==> config.mk <==
export PLATFORM = sky130hd
export DESIGN_NAME = approx_adder_error_monitor
export DESIGN_NICKNAME = d
export VERILOG_FILES = /design/src/rtl/approx_eval_pkg.sv /design/src/rtl/approx_err_datapath.sv /design/src/rtl/approx_adder_error_monitor.sv
export SDC_FILE = /design/constraint.sdc
export NUM_CORES = 1
export LEC_CHECK = 0
export ABC_AREA = 1
export CAP_MARGIN = 30
export CORE_ASPECT_RATIO = 1.25
export CORE_MARGIN = 5
export CORE_UTILIZATION = 40
export CTS_CLUSTER_SIZE = 20
export DETAILED_ROUTE_END_ITERATION = 10
export DONT_BUFFER_PORTS = 1
export SKIP_CTS_REPAIR_TIMING = 1
export SYNTH_ARGS = -nofsm -noshare
export SYNTH_HDL_FRONTEND = slang
export SYNTH_HIERARCHICAL = 1
export SYNTH_SLANG_ARGS = --single-unit
==> constraint.sdc <==
create_clock -name clk -period 5.3 [get_ports clk]
set_input_delay 1.06 -clock clk [delete_from_list [all_inputs] [get_ports clk]]
set_output_delay 1.06 -clock clk [all_outputs]
set_load 0.01 [all_outputs]
==> src/rtl/approx_eval_pkg.sv <==
// Shared state encoding and width helpers for the approximate-adder error monitor.
package approx_eval_pkg;

    typedef enum logic [2:0] {
        IDLE  = 3'd0,
        CLEAR = 3'd1,
        RUN   = 3'd2,
        DRAIN = 3'd3,
        DONE  = 3'd4
    } state_e;

    // Signed error width: holds approx (w+1 bits) minus exact (w+1 bits).
    function automatic int unsigned err_w(input int unsigned w);
        return w + 2;
    endfunction

    // Width of err^2, computed from |err| which fits in w+1 bits.
    function automatic int unsigned sq_w(input int unsigned w);
        return 2 * w + 2;
    endfunction

    // SSE accumulator: one square per counted beat, so it cannot overflow.
    function automatic int unsigned acc_w(input int unsigned w, input int unsigned c);
        return sq_w(w) + c;
    endfunction

    // Signed bias accumulator width.
    function automatic int unsigned sum_w(input int unsigned w, input int unsigned c);
        return c + w + 2;
    endfunction

endpackage

==> src/rtl/approx_err_datapath.sv <==
// Combinational exact sum and error terms for one (a, b, approx) sample.
module approx_err_datapath
    import approx_eval_pkg::*;
#(
    parameter int unsigned WIDTH = 8
) (
    input  logic [WIDTH-1:0]                a_i,
    input  logic [WIDTH-1:0]                b_i,
    input  logic [WIDTH:0]                  approx_i,
    output logic signed [err_w(WIDTH)-1:0]  err_c,
    output logic [WIDTH:0]                  abs_err_c,
    output logic                            mismatch_c
);

    localparam int unsigned EW = err_w(WIDTH);

    logic [WIDTH:0] exact;

    // Exact sum, signed error, magnitude and mismatch flag.
    always_comb begin
        exact      = (WIDTH+1)'(a_i) + (WIDTH+1)'(b_i);
        err_c      = $signed(EW'(approx_i)) - $signed(EW'(exact));
        abs_err_c  = err_c[EW-1] ? (WIDTH+1)'(-err_c) : (WIDTH+1)'(err_c);
        mismatch_c = (approx_i != exact);
    end

endmodule

==> src/rtl/approx_adder_error_monitor.sv <==
// Run controller, two-stage error pipeline and metric accumulators.
module approx_adder_error_monitor
    import approx_eval_pkg::*;
#(
    parameter int unsigned WIDTH = 8,
    parameter int unsigned CNT_W = 17,
    parameter int unsigned ACC_W = acc_w(WIDTH, CNT_W)
) (
    input  logic                            clk,
    input  logic                            rst,
    input  logic                            start,
    input  logic [CNT_W-1:0]                num_samples,
    input  logic                            in_valid,
    output logic                            in_ready,
    input  logic [WIDTH-1:0]                in_a,
    input  logic [WIDTH-1:0]                in_b,
    input  logic [WIDTH:0]                  in_approx,
    output logic                            busy,
    output logic                            done,
    output logic [CNT_W-1:0]                err_count,
    output logic [ACC_W-1:0]                sse,
    output logic [sum_w(WIDTH, CNT_W)-1:0]  sum_err,
    output logic [WIDTH:0]                  max_abs_err
);

    localparam int unsigned EW  = err_w(WIDTH);
    localparam int unsigned SW  = sq_w(WIDTH);
    localparam int unsigned SEW = sum_w(WIDTH, CNT_W);

    state_e                 state_q, state_d;
    logic [CNT_W-1:0]       cnt_q, cnt_d;
    logic [CNT_W-1:0]       num_q, num_d;
    logic                   in_ready_q, in_ready_d;
    logic                   busy_q, busy_d;
    logic                   done_q, done_d;

    logic                   s1_valid_q, s2_valid_q;
    logic signed [EW-1:0]   s1_err_q;
    logic [WIDTH:0]         s1_abs_q;
    logic                   s1_mis_q;

    logic [CNT_W-1:0]       err_count_q, err_count_d;
    logic [ACC_W-1:0]       sse_q, sse_d;
    logic signed [SEW-1:0]  sum_err_q, sum_err_d;
    logic [WIDTH:0]         max_q, max_d;

    logic signed [EW-1:0]   err_c;
    logic [WIDTH:0]         abs_err_c;
    logic                   mismatch_c;
    logic                   accept_c;
    logic [SW-1:0]          sq_c;

    assign accept_c = in_valid & in_ready_q;

    approx_err_datapath #(.WIDTH(WIDTH)) u_dp (
        .a_i        (in_a),
        .b_i        (in_b),
        .approx_i   (in_approx),
        .err_c      (err_c),
        .abs_err_c  (abs_err_c),
        .mismatch_c (mismatch_c)
    );

    // Next state, beat counter and registered handshake/status flags.
    always_comb begin
        state_d = state_q;
        cnt_d   = cnt_q;
        num_d   = num_q;
        unique case (state_q)
            IDLE: begin
                if (start) begin
                    num_d   = num_samples;
                    state_d = CLEAR;
                end
            end
            CLEAR: begin
                cnt_d   = '0;
                state_d = (num_q == '0) ? DRAIN : RUN;
            end
            RUN: begin
                if (accept_c) begin
                    cnt_d = cnt_q + CNT_W'(1);
                    if (cnt_d == num_q) state_d = DRAIN;
                end
            end
            DRAIN: begin
                if (!s1_valid_q && !s2_valid_q) state_d = DONE;
            end
            DONE:    state_d = IDLE;
            default: state_d = IDLE;
        endcase
        in_ready_d = (state_d == RUN);
        busy_d     = (state_d == CLEAR) || (state_d == RUN) || (state_d == DRAIN);
        done_d     = (state_d == DONE);
    end

    // Stage-2 metric update from the stage-1 error registers.
    always_comb begin
        sq_c        = SW'(s1_abs_q) * SW'(s1_abs_q);
        err_count_d = err_count_q;
        sse_d       = sse_q;
        sum_err_d   = sum_err_q;
        max_d       = max_q;
        if (state_q == CLEAR) begin
            err_count_d = '0;
            sse_d       = '0;
            sum_err_d   = '0;
            max_d       = '0;
        end else if (s1_valid_q) begin
            err_count_d = err_count_q + CNT_W'(s1_mis_q);
            sse_d       = sse_q + ACC_W'(sq_c);
            sum_err_d   = sum_err_q + SEW'(s1_err_q);
            if (s1_abs_q > max_q) max_d = s1_abs_q;
        end
    end

    // Control registers.
    always_ff @(posedge clk or posedge rst) begin
        if (rst) begin
            state_q    <= IDLE;
            cnt_q      <= '0;
            num_q      <= '0;
            in_ready_q <= 1'b0;
            busy_q     <= 1'b0;
            done_q     <= 1'b0;
        end else begin
            state_q    <= state_d;
            cnt_q      <= cnt_d;
            num_q      <= num_d;
            in_ready_q <= in_ready_d;
            busy_q     <= busy_d;
            done_q     <= done_d;
        end
    end

    // Pipeline stages and metric accumulators; the pipe never stalls.
    always_ff @(posedge clk or posedge rst) begin
        if (rst) begin
            s1_valid_q  <= 1'b0;
            s2_valid_q  <= 1'b0;
            s1_err_q    <= '0;
            s1_abs_q    <= '0;
            s1_mis_q    <= 1'b0;
            err_count_q <= '0;
            sse_q       <= '0;
            sum_err_q   <= '0;
            max_q       <= '0;
        end else begin
            s1_valid_q  <= accept_c;
            s2_valid_q  <= s1_valid_q;
            s1_err_q    <= err_c;
            s1_abs_q    <= abs_err_c;
            s1_mis_q    <= mismatch_c;
            err_count_q <= err_count_d;
            sse_q       <= sse_d;
            sum_err_q   <= sum_err_d;
            max_q       <= max_d;
        end
    end

    assign in_ready    = in_ready_q;
    assign busy        = busy_q;
    assign done        = done_q;
    assign err_count   = err_count_q;
    assign sse         = sse_q;
    assign sum_err     = sum_err_q;
    assign max_abs_err = max_q;

endmodule
==> results of run 1 <==
==> registers in the layout, indices dropped and copies added (netlist names), 3 cells and up <==
name / cells
s1_err_q: 10
state_q: 3
cnt_q: 17
s1_abs_q: 9
sum_err: 27
sse: 35
err_count: 17
max_abs_err: 9
num_q: 17
==> kinds of logic (layout without fill, tap and decap cells) <==
family,Yosys count,after routing,synth area share [%]
AO/OA/AOI/OAI,284,284,12.8
XOR/XNOR,23,23,1.70
adder cells (fa/ha/maj),147,147,17.5
buffers and inverters,343,349,10.5
flip-flops,150,150,29.7
multiplexers,8,8,0.714
AND/OR/NAND/NOR,778,778,27.0
==> worst max-delay path, cell delays in order (launching register included) <==
cell and delay [ps]:
dfrtp_1 410, buf_4 180, nand2_1 70, fa_1 500, inv_1 70, fa_1 510
fa_1 510, fa_1 550, inv_1 50, fa_1 390, inv_1 60, ha_1 130
inv_1 50, o21bai_1 260, a21boi_0 260, o21bai_1 340, a21oi_1 70, nand2_1 170
nand2_1 100, nand2_1 60, nand2_1 40, nor2_1 100
==> Yosys cell counts (22+ instances only) <==
cell type    n  area, µm²
nor3_1      22        110
nor2_1     155        582
nand4_1     28        175
fa_1        49        981
nand3_1     96        480
inv_1      297       1110
ha_1        98       1230
a21oi_1    111        556
dfrtp_1    150       3750
nand2_1    407       1530
o21ai_0     94        470
==> routing by layer <==
metal | vias up | track usage (%) | routed length [µm]
li1 | 5581 | - | -
met1 | 5164 | 23.8 | 14500
met2 | 255 | 34.3 | 16900
met3 | 47 | 4.97 | 2110
met4 | 0 | 6.49 | 838
met5 | - | 0 | 0
==> worst min-delay path by stage <==
stage	cells past startpoint	start	endpoint	slack (ps)
after global placement	1	s2_valid_q$_DFF_PP0_	state_q[2]$_DFF_PP0_	450
after CTS	1	s2_valid_q$_DFF_PP0_	state_q[2]$_DFF_PP0_	480
after floorplan	1	s2_valid_q$_DFF_PP0_	done$_DFF_PP0_	430
after detailed placement	1	s2_valid_q$_DFF_PP0_	state_q[2]$_DFF_PP0_	460
after global routing	1	s2_valid_q$_DFF_PP0_	state_q[2]$_DFF_PP0_	510
final	1	s2_valid_q$_DFF_PP0_	state_q[2]$_DFF_PP0_	480
==> through the flow <==
step	setup TNS, ps	worst slack, ps	hold WS, ps	std cells
3_5_place_dp	0	191	461	2115
3_3_place_gp	0	259	446	2115
5_1_grt	-145	-43.0	512	2146
4_1_cts	0	188	479	2146
6_report	0	313	478	2146
2_1_floorplan	0	204	434	1733
==> area by class of cell <==
| type | count | share of cell area (%) |
|---|---|---|
| Clock buffer | 19 | 3.22 |
| Tap cell | 407 | 3.71 |
| Timing Repair Buffer | 9 | 0.492 |
| Inverter | 309 | 8.50 |
| Sequential cell | 150 | 27.4 |
| Multi-Input combinational cell | 1240 | 55.2 |
| Clock inverter | 12 | 1.56 |
==> flow_metrics.env, run 1 <==
export IMPL_antenna_found_initial=0
export IMPL_num_io_pins=137
export IMPL_cts_htree_levels=4
export IMPL_grt_ovfl_total=0
export IMPL_drv_slew=0
export IMPL_grt_pass1_wl_um=56400
export IMPL_seq_area_frac_synth_pct=29.7
export IMPL_synth_seq_cells=150
export IMPL_first_pass_iters=5
export IMPL_multiInputGateArea_um2=7580
export IMPL_synthFlopType="dfrtp_1"
export IMPL_critPathLaunch="s1_abs_q[7]$_DFF_PP0_"
export IMPL_syn_nets=1926
export IMPL_final_min_clock_period_ps=4990
export IMPL_cp_required_ps=5680
export IMPL_synth_enable_flop_cells=0
export IMPL_yosys_warnings=6
export IMPL_r2r_start="s1_abs_q[7]$_DFF_PP0_"
export IMPL_place_gp_congestion=0.900
export IMPL_async_flop_share_pct=100
export IMPL_place_area_um2=13000
export IMPL_dp_hpwl_um=27200
export IMPL_r2r_slack_ps=310
export IMPL_post_drt_wl_per_cell_um=16.0
export IMPL_finalHoldViolations=0
export IMPL_stdcell_area_um2=13700
export IMPL_ff_latch_area_um2=3760
export IMPL_grt_max_degree=84
export IMPL_die_w_um=169
export IMPL_mostFrequentLayoutCells="407 x nand2_1, 296 x inv_1, 153 x nor2_1"
export IMPL_numPortBuffers=0
export IMPL_drive_above_1_share_pct=7.42
export IMPL_worstPathArrival_ps=5370
export IMPL_dieArea_um2=35200
export IMPL_max_cap_viol_count=0
export IMPL_timing_final_crit_share_pct=94.1
export IMPL_clk_latency_ps=450
export IMPL_area_growth_pct=8.88
export IMPL_worstMarginPinSlew_ps=874
export IMPL_syn_area_um2=12600
export IMPL_track_usage_pct=19.7
export IMPL_clock_root_buffer="clkbuf_16"
export IMPL_die_h_um=209
export IMPL_cts_buffers_inserted=17
export IMPL_finClkSkew_ps=10.6
export IMPL_fmax_mhz=201
export IMPL_drtIter0Drc=580
export IMPL_worst_setup_path_type="reg -> reg"
export IMPL_outcome="complete, no violations"
export IMPL_drc=0
export IMPL_antenna_left=0
export IMPL_diodes=0
export IMPL_via_count=11000
export IMPL_path_clk_slew_ps=70
export IMPL_grt_pass1_vias=11000
export IMPL_core_area_um2=31100
export IMPL_nFillCells=3198
export IMPL_startpoint_type="register"
export IMPL_worstSetupEndpointType="register"
export IMPL_holdCritPathClass="reg -> reg"
export IMPL_cts_max_path_buffers=2
export IMPL_syn_area_per_cell_um2=7.28
export IMPL_r2r_end="sse[24]$_DFFE_PP0P_"
export IMPL_worstPathMaxFanout=8
export IMPL_cts_sinks=150
export IMPL_cp_endpoint="sse[24]$_DFFE_PP0P_"
export IMPL_wl_um=34400
export IMPL_postSynthCellCount=1733
export IMPL_via_per_inst=5.15
export IMPL_synthDistinctLibCells=60
export IMPL_cts_tree="yes"
export IMPL_finalNetCount=1920
export IMPL_reg2regPathDepth=21
export IMPL_final_common_cell="nand2_1"
export IMPL_num_rows=72
export IMPL_fin_util_pct=44.2
export IMPL_start_util_pct=40.6
export IMPL_setup_viol=0
export IMPL_slew_headroom_pct=41.6
export IMPL_grt_setup_unrepaired="yes"
Power of run 1 is left out: the tool's default activity adds up to more than one toggle a clock period on the data nets, which glitch-free logic cannot reach.
==> inputs of run 2 (changes only) <==
--- a/config.mk
+++ b/config.mk
@@ -6,9 +6,7 @@
 export NUM_CORES = 1
 export LEC_CHECK = 0
 export ABC_AREA = 1
-export CAP_MARGIN = 30
 export CORE_ASPECT_RATIO = 1.25
-export CORE_MARGIN = 5
 export CORE_UTILIZATION = 40
 export CTS_CLUSTER_SIZE = 20
 export DETAILED_ROUTE_END_ITERATION = 10
==> run 2 against run 1 <==
Effect of this change:
- flip-flop and latch count is the same
- maximum frequency is 1.5% lower
- via count is 0.25% lower
- count of clock-buffer cells in the layout is 1 lower
- core utilization down 0.11 points
- setup slack worse by 77 ps
- global-route usage grew 2.0 points
- non-clock buffer count grew 4
- sequential share of layout area grew 0.17 points
- cell count is 0.19% higher
- critical path type unchanged
- register-to-register slack lost 80 ps
==> flow_metrics.env, run 2 (synthesized netlist as in run 1, its figures left out) <==
export IMPL_outcome="complete, no violations"
export IMPL_grt_setup_unrepaired="no"
export IMPL_num_rows=72
export IMPL_holdCritPathClass="reg -> reg"
export IMPL_drive_above_1_share_pct=7.52
export IMPL_clk_latency_ps=450
export IMPL_crit_buf_inv=5
export IMPL_drc=0
export IMPL_setup_viol=0
export IMPL_cts_htree_levels=4
export IMPL_worstPathMaxFanout=12
export IMPL_cts_buffers_inserted=17
export IMPL_wl_um=34200
export IMPL_grt_pass1_wl_um=55700
export IMPL_finalHoldViolations=0
export IMPL_cp_required_ps=5630
export IMPL_finalNetCount=1924
export IMPL_core_area_um2=31000
export IMPL_dieArea_um2=32300
export IMPL_first_pass_iters=6
export IMPL_die_h_um=201
export IMPL_dp_hpwl_um=27000
export IMPL_finalSetupTns_ps=0
export IMPL_drv_slew=0
export IMPL_numPortBuffers=0
export IMPL_max_cap_viol_count=0
export IMPL_worst_setup_path_type="reg -> reg"
export IMPL_clock_root_buffer="clkbuf_16"
export IMPL_mostFrequentLayoutCells="407 x nand2_1, 296 x inv_1, 155 x nor2_1"
export IMPL_path_clk_slew_ps=60
export IMPL_grt_max_degree=75
export IMPL_worstPathArrival_ps=5400
export IMPL_worst_path_max_delay_cell="fa_1"
export IMPL_cp_top_family="adder cells"
export IMPL_num_io_pins=137
export IMPL_path_cells="nand2_1, fa_1, inv_1, fa_1, inv_1, fa_1, inv_1, fa_1, inv_1, fa_1, inv_1, ha_1, a21oi_1, nor2_1, nor2_1, o21ai_0, nand2_1, nand3_1, nand3_1, nand2_1, nand2_1, nor2_1"
export IMPL_via_per_inst=5.13
export IMPL_cpPeakStageDelay_ps=550
export IMPL_drtIter0Drc=575
export IMPL_antenna_left=0
export IMPL_track_usage_pct=21.8
export IMPL_largest_reg_flops=35
export IMPL_cts_sinks=150
export IMPL_via_count=11000
export IMPL_final_min_clock_period_ps=5060
export IMPL_start_util_pct=40.7
export IMPL_cts_max_path_buffers=2
export IMPL_antenna_found_initial=0
export IMPL_grt_ovfl_total=0
export IMPL_die_w_um=161
export IMPL_finClkSkew_ps=8.76
export IMPL_area_growth_pct=8.29
export IMPL_diodes=0
export IMPL_final_common_cell="nand2_1"
export IMPL_place_gp_congestion=0.883
export IMPL_worstMarginPinSlew_ps=865
export IMPL_timing_final_crit_share_pct=95.5
export IMPL_slew_headroom_pct=42.2
export IMPL_grt_pass1_vias=10700
export IMPL_worstSetupEndpointType="register"
export IMPL_fmax_mhz=197
export IMPL_startpoint_type="register"
export IMPL_post_drt_wl_per_cell_um=15.9
export IMPL_cts_tree="yes"
run 2: cell types whose count changed in the layout (fill, tap and decap cells not counted), moves of 2 or more:
cell,before,now
nand3_1,93,95
dfrtp_2,6,8
dfrtp_1,144,142
nor2_2,12,10
nand3_2,9,7
clkinvlp_4,0,4
buf_4,9,13
clkinv_4,3,1
bufinv_16,5,2
clkinv_2,1,3
nor2_1,153,155
run 2: per-stage QoR:
stage | cell area [µm²] | hold WS, ps | cells | utilization, % | setup slack [ps]
after floorplan | 12600 | 434 | 1733 | - | 204
after global placement | 13100 | 452 | 2119 | 42.2 | 197
after detailed placement | 13100 | 466 | 2119 | 42.2 | 161
after CTS | 13600 | 474 | 2150 | 44.0 | 157
after global routing | 13700 | 506 | 2150 | 44.1 | 3.11
final | 13700 | 467 | 2150 | 44.1 | 236
run 2: worst paths after layout:
check	start	endpoint	slack, ps	depth (start not counted)
max	s1_abs_q[2]$_DFF_PP0_	sse[34]$_DFFE_PP0P_	240	22
min	s2_valid_q$_DFF_PP0_	state_q[2]$_DFF_PP0_	470	1
max reg2reg	s1_abs_q[2]$_DFF_PP0_	sse[34]$_DFFE_PP0P_	240	22
min reg2reg	s2_valid_q$_DFF_PP0_	state_q[2]$_DFF_PP0_	470	1
max in group asynchronous	rst	s1_abs_q[7]$_DFF_PP0_	3650	2
min in group asynchronous	rst	num_q[14]$_DFFE_PP0P_	580	1
run 2: layout make-up:
cell class,instances,area (µm²)
Multi-Input combinational cell,1240,7550
Tap cell,407,509
Clock buffer,18,429
Sequential cell,150,3760
Inverter,309,1170
Timing Repair Buffer,13,97.6
Clock inverter,13,146
Fill cell,3251,17300
run 2: layer usage:
metal	vias to the layer above	global-route usage [%]	wire (µm)
met2	234	37.9	16800
li1	5588	-	-
met3	45	4.88	1920
met5	-	0	0
met1	5152	26.5	14700
met4	0	6.81	747
Power of run 2 is left out for the same reason.
==> inputs of run 3 (changes only) <==
==> constraint.sdc (replaced) <==
create_clock -name clk -period 5.3 [get_ports clk]
set_input_delay 1.06 -clock clk [delete_from_list [all_inputs] [get_ports clk]]
set_output_delay 1.06 -clock clk [all_outputs]
set_load 0.1 [all_outputs]
==> run 3 against run 2 <==
Effect of this change:
- setup slack improved by 69 ps
- core utilization grew 0.31 points
- count of clock-buffer cells in the layout fell by 1
- non-clock buffer count grew 6
- via count up 0.23%
- first-iteration DRC count rose by 7.7%
- hold slack worse by 1.7 ps
==> flow_metrics.env, run 3 (synthesized netlist as in run 1, its figures left out) <==
export IMPL_worstMarginPinSlew_ps=1150
export IMPL_mostFrequentLayoutCells="406 x nand2_1, 296 x inv_1, 154 x nor2_1"
export IMPL_diodes=0
export IMPL_finalHoldViolations=0
export IMPL_r2r_start="s1_abs_q[6]$_DFF_PP0_"
export IMPL_area_growth_pct=9.05
export IMPL_via_count=11000
export IMPL_hold_start="s2_valid_q$_DFF_PP0_"
export IMPL_die_w_um=161
export IMPL_first_pass_iters=5
export IMPL_slew_headroom_pct=23.0
export IMPL_drc=0
export IMPL_antenna_found_initial=0
export IMPL_final_min_clock_period_ps=4990
export IMPL_place_gp_congestion=0.892
export IMPL_dp_hpwl_um=27200
export IMPL_setup_viol=0
export IMPL_cts_tree="yes"
export IMPL_worstPathArrival_ps=5380
export IMPL_numPortBuffers=0
export IMPL_final_common_cell="nand2_1"
export IMPL_timing_final_crit_share_pct=94.2
export IMPL_post_drt_wl_per_cell_um=16.0
export IMPL_grt_ovfl_total=0
export IMPL_grt_pass1_vias=11000
export IMPL_cp_required_ps=5680
export IMPL_finalNetCount=1930
export IMPL_num_io_pins=137
export IMPL_grt_setup_unrepaired="no"
export IMPL_holdCritPathClass="reg -> reg"
export IMPL_nFillCells=3212
export IMPL_finalSetupTns_ps=0
export IMPL_max_cap_viol_count=0
export IMPL_startpoint_type="register"
export IMPL_cts_buffers_inserted=17
export IMPL_outcome="complete, no violations"
export IMPL_grt_pass1_wl_um=56400
export IMPL_cts_htree_levels=4
export IMPL_path_clk_slew_ps=70
export IMPL_cts_sinks=150
export IMPL_antenna_left=0
export IMPL_die_h_um=201
export IMPL_critPathLaunch="s1_abs_q[6]$_DFF_PP0_"
export IMPL_drive_above_1_share_pct=8.11
export IMPL_worstSetupEndpointType="register"
export IMPL_clk_latency_ps=460
export IMPL_start_util_pct=40.7
export IMPL_core_area_um2=31000
export IMPL_grt_max_degree=76
export IMPL_dieArea_um2=32300
export IMPL_wl_um=34600
export IMPL_worstPathMaxFanout=8
export IMPL_cts_max_path_buffers=2
export IMPL_track_usage_pct=22.1
export IMPL_fmax_mhz=200
export IMPL_drv_slew=0
export IMPL_via_per_inst=5.12
export IMPL_drtIter0Drc=619
export IMPL_largest_reg_flops=35
export IMPL_num_rows=72
export IMPL_worst_setup_path_type="reg -> reg"
export IMPL_clock_root_buffer="clkbuf_16"
export IMPL_finClkSkew_ps=9.46
[run 3: cell types whose count changed in the layout (fill, tap and decap cells not counted), sizes merged]
cell | previous run | this run
clkinvlp | 4 | 0
buf | 13 | 19
clkinv | 4 | 5
clkbuf | 18 | 17
inv | 312 | 317
[run 3: path summary, 6_finish.rpt]
check	end	slack, ps	cells after the start
worst max-delay path	sse[24]$_DFFE_PP0P_	310	21
worst min-delay path	state_q[2]$_DFF_PP0_	470	1
worst max register to register	sse[24]$_DFFE_PP0P_	310	21
worst min register to register	state_q[2]$_DFF_PP0_	470	1
max in group asynchronous	s1_abs_q[6]$_DFF_PP0_	3610	2
min in group asynchronous	num_q[14]$_DFFE_PP0P_	580	1
[run 3: metal layers]
metal / vias up / global-route usage, % / routed length, µm
met1: 5171 / 26.4 / 14800
met4: 0 / 7.01 / 612
met5: - / 0 / 0
met3: 35 / 4.90 / 1980
met2: 232 / 39.0 / 17200
li1: 5606 / - / -
[run 3: area by class of cell]
class                           instances  area [µm²]  share of cell area (%)
Clock buffer                           17         425                    3.09
Timing Repair Buffer                   19         143                    1.04
Sequential cell                       150        3760                    27.3
Inverter                              309        1170                    8.49
Tap cell                              407         509                    3.70
Clock inverter                         15         183                    1.33
Multi-Input combinational cell       1240        7570                    55.0
[run 3: per-stage QoR]
step	worst slack [ps]	instances	cell area [µm²]	utilization, %	hold WS [ps]
floorplan	204	1733	12600	-	434
global placement	195	2124	13100	42.3	443
detailed placement	115	2124	13100	42.3	459
CTS	93.8	2156	13700	44.2	470
global route	15.2	2157	13800	44.4	495
finish	305	2157	13800	44.4	466
[run 3: worst max-delay path, stage by stage (launching register included)]
cell and delay [ps]:
dfrtp_2 420, buf_4 180, nand2_1 70, fa_1 480
inv_1 70, fa_1 500, fa_1 530, fa_1 560
inv_1 60, fa_1 400, inv_1 70, ha_1 130
inv_1 50, o21bai_1 280, a21boi_0 270, o21bai_2 290
a21oi_1 70, nand2_1 180, nand2_1 100, nand2_1 60
nand2_1 50, nor2_1 110
Power of run 3 is left out for the same reason.
